`config.mk`:
```
export PLATFORM = sky130hd
export DESIGN_NAME = seg_to_hex_capture
export DESIGN_NICKNAME = d
export VERILOG_FILES = /design/src/rtl/seg_to_hex_capture.sv
export SDC_FILE = /design/constraint.sdc
export NUM_CORES = 1
export LEC_CHECK = 0
export CORE_MARGIN = 4
export CORE_UTILIZATION = 37
export DETAILED_ROUTE_END_ITERATION = 8
export GPL_TIMING_DRIVEN = 0
export PLACE_DENSITY = 0.57
export SYNTH_ARGS = -nofsm -noshare
export SYNTH_HDL_FRONTEND = slang
export SYNTH_SLANG_ARGS = --single-unit
```
`constraint.sdc`:
```
create_clock -name clk -period 3.4 [get_ports clk]
set_input_delay 0.34 -clock clk [delete_from_list [all_inputs] [get_ports clk]]
set_output_delay 0.34 -clock clk [all_outputs]
set_load 0.01 [all_outputs]
```
`src/rtl/seg_to_hex_capture.sv`:
```
// Watches a multiplexed 7-segment display bus, debounces each digit's dwell and
// assembles the four decoded digits into hex frames handed off over valid/ready.
module seg_to_hex_capture #(
  parameter int STABLE_CYCLES  = 4,
  parameter bit SEG_ACTIVE_LOW = 1'b0,
  parameter bit AN_ACTIVE_LOW  = 1'b0
) (
  input  logic        clk,
  input  logic        rst,
  input  logic [0:7]  seg,
  input  logic [3:0]  an,
  output logic [15:0] out_value,
  output logic [3:0]  out_dp,
  output logic [3:0]  out_bad,
  output logic        out_valid,
  input  logic        out_ready,
  output logic        overrun
);

  localparam logic [7:0] STABLE = 8'(STABLE_CYCLES);

  typedef enum logic [0:0] {
    COLLECT = 1'b0,
    COMMIT  = 1'b1
  } state_t;

  logic [0:7]  seg_fix;
  logic [3:0]  an_fix;
  logic [0:7]  seg_q;
  logic [3:0]  an_q;
  logic [0:7]  seg_prev_q;
  logic [3:0]  an_prev_q;
  logic [7:0]  cnt_q;
  logic [7:0]  cnt_d;
  logic        one_hot;
  logic        same_sample;
  logic        capture;
  logic [3:0]  dec_nib;
  logic        dec_bad;
  logic        dec_dp;
  logic [3:0]  slot_nib_q [4];
  logic [3:0]  slot_dp_q;
  logic [3:0]  slot_bad_q;
  logic [3:0]  mask_q;
  logic [3:0]  mask_d;
  logic [15:0] frame_value;
  state_t      state_q;
  logic        commit_load;
  logic [15:0] out_value_q;
  logic [3:0]  out_dp_q;
  logic [3:0]  out_bad_q;
  logic        out_valid_q;
  logic        overrun_q;

  assign seg_fix = SEG_ACTIVE_LOW ? ~seg : seg;
  assign an_fix  = AN_ACTIVE_LOW  ? ~an  : an;

  // Sample register plus a copy of last cycle's sample for the stability compare.
  always_ff @(posedge clk) begin
    if (rst) begin
      seg_q      <= '0;
      an_q       <= '0;
      seg_prev_q <= '0;
      an_prev_q  <= '0;
      cnt_q      <= '0;
    end else begin
      seg_q      <= seg_fix;
      an_q       <= an_fix;
      seg_prev_q <= seg_q;
      an_prev_q  <= an_q;
      cnt_q      <= cnt_d;
    end
  end

  assign one_hot     = (an_q != 4'b0000) && ((an_q & (an_q - 4'd1)) == 4'b0000);
  assign same_sample = ({an_q, seg_q} == {an_prev_q, seg_prev_q});

  always_comb begin
    cnt_d = cnt_q;
    if (!one_hot) begin
      cnt_d = 8'd0;
    end else if (same_sample) begin
      cnt_d = (cnt_q >= STABLE) ? STABLE : cnt_q + 8'd1;
    end else begin
      cnt_d = 8'd1;
    end
  end

  // Fires only on the edge into saturation, so a long dwell captures once.
  assign capture = one_hot && (cnt_q != STABLE) && (cnt_d == STABLE);

  always_comb begin
    dec_bad = 1'b0;
    dec_dp  = seg_q[7];
    case (seg_q[0:6])
      7'b1111110: dec_nib = 4'h0;
      7'b0110000: dec_nib = 4'h1;
      7'b1101101: dec_nib = 4'h2;
      7'b1111001: dec_nib = 4'h3;
      7'b0110011: dec_nib = 4'h4;
      7'b1011011: dec_nib = 4'h5;
      7'b1011111: dec_nib = 4'h6;
      7'b1110000: dec_nib = 4'h7;
      7'b1111111: dec_nib = 4'h8;
      7'b1111011: dec_nib = 4'h9;
      7'b1110111: dec_nib = 4'hA;
      7'b0011111: dec_nib = 4'hB;
      7'b1001110: dec_nib = 4'hC;
      7'b0111101: dec_nib = 4'hD;
      7'b1001111: dec_nib = 4'hE;
      7'b1000111: dec_nib = 4'hF;
      default: begin
        dec_nib = 4'h0;
        dec_bad = 1'b1;
      end
    endcase
  end

  always_ff @(posedge clk) begin
    if (rst) begin
      slot_dp_q  <= '0;
      slot_bad_q <= '0;
      for (int i = 0; i < 4; i++) begin
        slot_nib_q[i] <= '0;
      end
    end else if (capture) begin
      for (int i = 0; i < 4; i++) begin
        if (an_q[i]) begin
          slot_nib_q[i] <= dec_nib;
          slot_dp_q[i]  <= dec_dp;
          slot_bad_q[i] <= dec_bad;
        end
      end
    end
  end

  genvar gi;
  generate
    for (gi = 0; gi < 4; gi++) begin : g_frame
      assign frame_value[4*gi +: 4] = slot_nib_q[gi];
    end
  endgenerate

  // A capture landing in the COMMIT cycle survives the clear and starts the next frame.
  always_comb begin
    mask_d = mask_q;
    if (state_q == COMMIT) begin
      mask_d = 4'b0000;
    end
    if (capture) begin
      mask_d = mask_d | an_q;
    end
  end

  always_ff @(posedge clk) begin
    if (rst) begin
      mask_q <= '0;
    end else begin
      mask_q <= mask_d;
    end
  end

  assign commit_load = (state_q == COMMIT) && (!out_valid_q || out_ready);

  always_ff @(posedge clk) begin
    if (rst) begin
      state_q     <= COLLECT;
      out_value_q <= '0;
      out_dp_q    <= '0;
      out_bad_q   <= '0;
      out_valid_q <= 1'b0;
      overrun_q   <= 1'b0;
    end else begin
      case (state_q)
        COLLECT: begin
          if (mask_q == 4'b1111) begin
            state_q <= COMMIT;
          end
        end
        COMMIT: begin
          state_q <= COLLECT;
          if (commit_load) begin
            out_value_q <= frame_value;
            out_dp_q    <= slot_dp_q;
            out_bad_q   <= slot_bad_q;
          end else begin
            overrun_q <= 1'b1;
          end
        end
        default: state_q <= COLLECT;
      endcase
      out_valid_q <= commit_load || (out_valid_q && !out_ready);
    end
  end

  assign out_value = out_value_q;
  assign out_dp    = out_dp_q;
  assign out_bad   = out_bad_q;
  assign out_valid = out_valid_q;
  assign overrun   = overrun_q;

endmodule

```
==> impl_metrics.tcl <==
set metrics [dict create \
    r2r_cells 7 \
    routed_via_density 4.63 \
    synth_top_area_frac 0.416 \
    fin_setup_tns_ns 0 \
    grt_usage 0.128 \
    rows 34 \
    yosysMostFrequentCell "dfxtp_1" \
    antenna_cells 0 \
    arrival_ns 2.23 \
    fin_crit_ns 2.18 \
    fin_crit_sh 0.640 \
    synth_cells 361 \
    io_buffer_count 39 \
    cts_setup_buffers 0 \
    overflow 0 \
    numCtsBuffers 9 \
    drv_cap 0 \
    worstSetupEndpointType "flip-flop" \
    ctsHoldBuffers 0 \
    cts_resized 0 \
    vdd.ir_drop.worst_mv 0.200 \
    grt_max_degree 16 \
    yosysSeqAreaShare 0.557 \
    ant_nets 0 \
    cts.sinks 87 \
    synthArstFlopShare 0 \
    maxSlewHeadroom 0.533 \
    wl_met2_mm 2.93 \
    ios 41 \
    htreeDepth 3 \
    antenna_found_initial 0 \
    final.setup_skew_ns 0.0110 \
    setup_viol 0 \
    wl_mm 6.60 \
    hold_path_depth 2 \
    coreArea_um2 8850 \
    synthFlopType "dfxtp_1" \
    finalHoldViolCount 0 \
    cts-root-buf "clkbuf_8" \
    utilization 0.470 \
    grt_pass1_vias 2286 \
    run_status "complete, no violations" \
    critPathLaunchType "flip-flop" \
    synthSimpleGateAreaFrac 0.234 \
    area_growth_pct 21.8 \
    layout.nets 432 \
    power.density_nw_per_um2 463 \
    rsz0062_at_grt "false" \
    top_layer_used "met4" \
    place_hpwl_mm 4.94 \
    clk_pin_slew_ns 0.08 \
    critical_path.max_fanout 4 \
    synthAdderAreaFrac 0.00732 \
    dr_wl_met3_um 290 \
    insertion_delay_ns 0.35 \
    wl_met1_mm 3.34 \
    clk_path_buf_depth 2 \
    first_pass_iters 4 \
    path_class "flip-flop to flip-flop" \
    die_w_um 104 \
    synth-warning-count 0 \
    synth-compound-area-share 0.108 \
    synth_area_leaders "dfxtp_1 (42%), edfxtp_1 (14%), nand2_1 (6.4%)" \
    gp_congestion 0.801 \
    die_area_um2 10800 \
    start_util 0.386 \
    synth_top_cell_by_area "dfxtp_1" \
    hold_path.class "input port to flip-flop" \
    syn_avg_cell_area_um2 9.47 \
    synth_xor_area_frac 0.0359 \
    ys_ff_latch 87 \
    clock.fmax_ghz 0.459 \
    ys_top_cells_by_count "dfxtp_1 (71), nand2_1 (58), a21oi_1 (32)" \
    ys_types 45 \
    synth_top_family_by_area "simple AND/OR/NAND/NOR gates" \
    worst_slew_pin_slew_ns 0.690 \
    critPathRequiredTime_ns 3.45 \
    hold_ws_ns 0.354 \
    drive_gt1_frac 0.0619 \
    synth_edf_count 16 \
    drt_iter0_markers 104 \
    via_count 2442 \
    synth_mux_area_frac 0.0117 \
    grt_first_pass_wirelength_mm 11.3 \
    synth_area_um2 3420 \
    leakagePower_nw 1.52 \
    post_drt_wl_per_cell_um 12.5 \
    drv_slew 0 \
    cts_tree "yes" \
    drc 0 \
    chipHeight_um 104 \
]
flip-flops by register name, indices dropped and copies added, names as in the netlist:
register,count
out_value,16
slot_nib_q,16
cnt_q,8
seg_prev_q,8
seg_q,8
an_prev_q,4
an_q,4
mask_q,4
out_bad,4
out_dp,4
slot_bad_q,4
slot_dp_q,4
out_valid,1
overrun,1
state_q,1
through the flow:
step	cells	total power, mW	instance area, um^2	setup WS [ns]
after detailed placement	512	1.22	3960	1.21
after global placement	512	1.22	3960	1.23
after global routing	528	2.01	4160	1.02
after CTS	528	1.95	4160	1.19
after floorplan	365	1.18	3430	1.41
final	528	1.93	4160	1.22
cells by family after synthesis:
kind of cell             count (synthesis)
AO/OA/AOI/OAI                           59
XOR/XNOR                                14
adder cells (fa/ha/maj)                  2
buffers and inverters                   39
flip-flops                              87
multiplexers                             4
other                                    1
AND/OR/NAND/NOR                        155
worst max-delay path, stage by stage, from the launching register on:
cell and delay [ns]:
dfxtp_1 0.36, inv_1 0.07, ha_1 0.30, nor4bb_1 0.32, nor4_2 0.10, and4b_4 0.35
a41oi_1 0.18, inv_1 0.20
per-layer routing:
| metal | up-vias | GRT usage |
|---|---|---|
| li1 | 1306 | - |
| met1 | 1078 | 0.172 |
| met2 | 52 | 0.198 |
| met3 | 6 | 0.0410 |
| met4 | 0 | 0.0370 |
| met5 | - | 0 |
layout by cell type (no fill, tap or decap), drive strengths merged, types with 3 or more instances in the layout:
cell type / netlist / final
conb: 1 / 5
dfxtp: 71 / 71
nand4b: 4 / 4
xor2: 13 / 13
nand3: 3 / 3
buf: 5 / 5
mux2i: 4 / 4
nor4: 10 / 10
o211ai: 3 / 3
nor3: 4 / 4
edfxtp: 16 / 16
a21boi: 3 / 3
inv: 15 / 19
nand2b: 15 / 15
o21ai: 5 / 5
clkbuf: 19 / 29
nor2b: 21 / 21
clkdlybuf4s50: 0 / 39
nand2: 58 / 58
a21oi: 35 / 35
o2bb2ai: 4 / 4
nor2: 25 / 25
power breakdown:
group / switching, mW / internal [mW]
combinational: 0.0642 / 0.0463
clock: 0.366 / 0.365
sequential: 0.0129 / 1.07
worst paths after layout:
path              slack, ns         start               end
setup / recovery       1.22      cnt_q[0]  slot_nib_q[0][1]
hold / removal         0.35           rst          seg_q[6]
setup reg to reg       1.22      cnt_q[0]  slot_nib_q[0][1]
hold reg to reg        0.46  out_value[3]      out_value[3]
layout make-up:
class | instances | area (um^2)
plain buffers | 24 | 100
clock buffers | 10 | 138
clock inverters | 6 | 65.1
fillers | 910 | 4690
inverters | 15 | 56.3
multi-input cells | 239 | 1370
flip-flops and latches | 87 | 1900
well taps | 108 | 135
repair buffers | 39 | 390
Note: power is estimated with default switching activity, not from simulation.
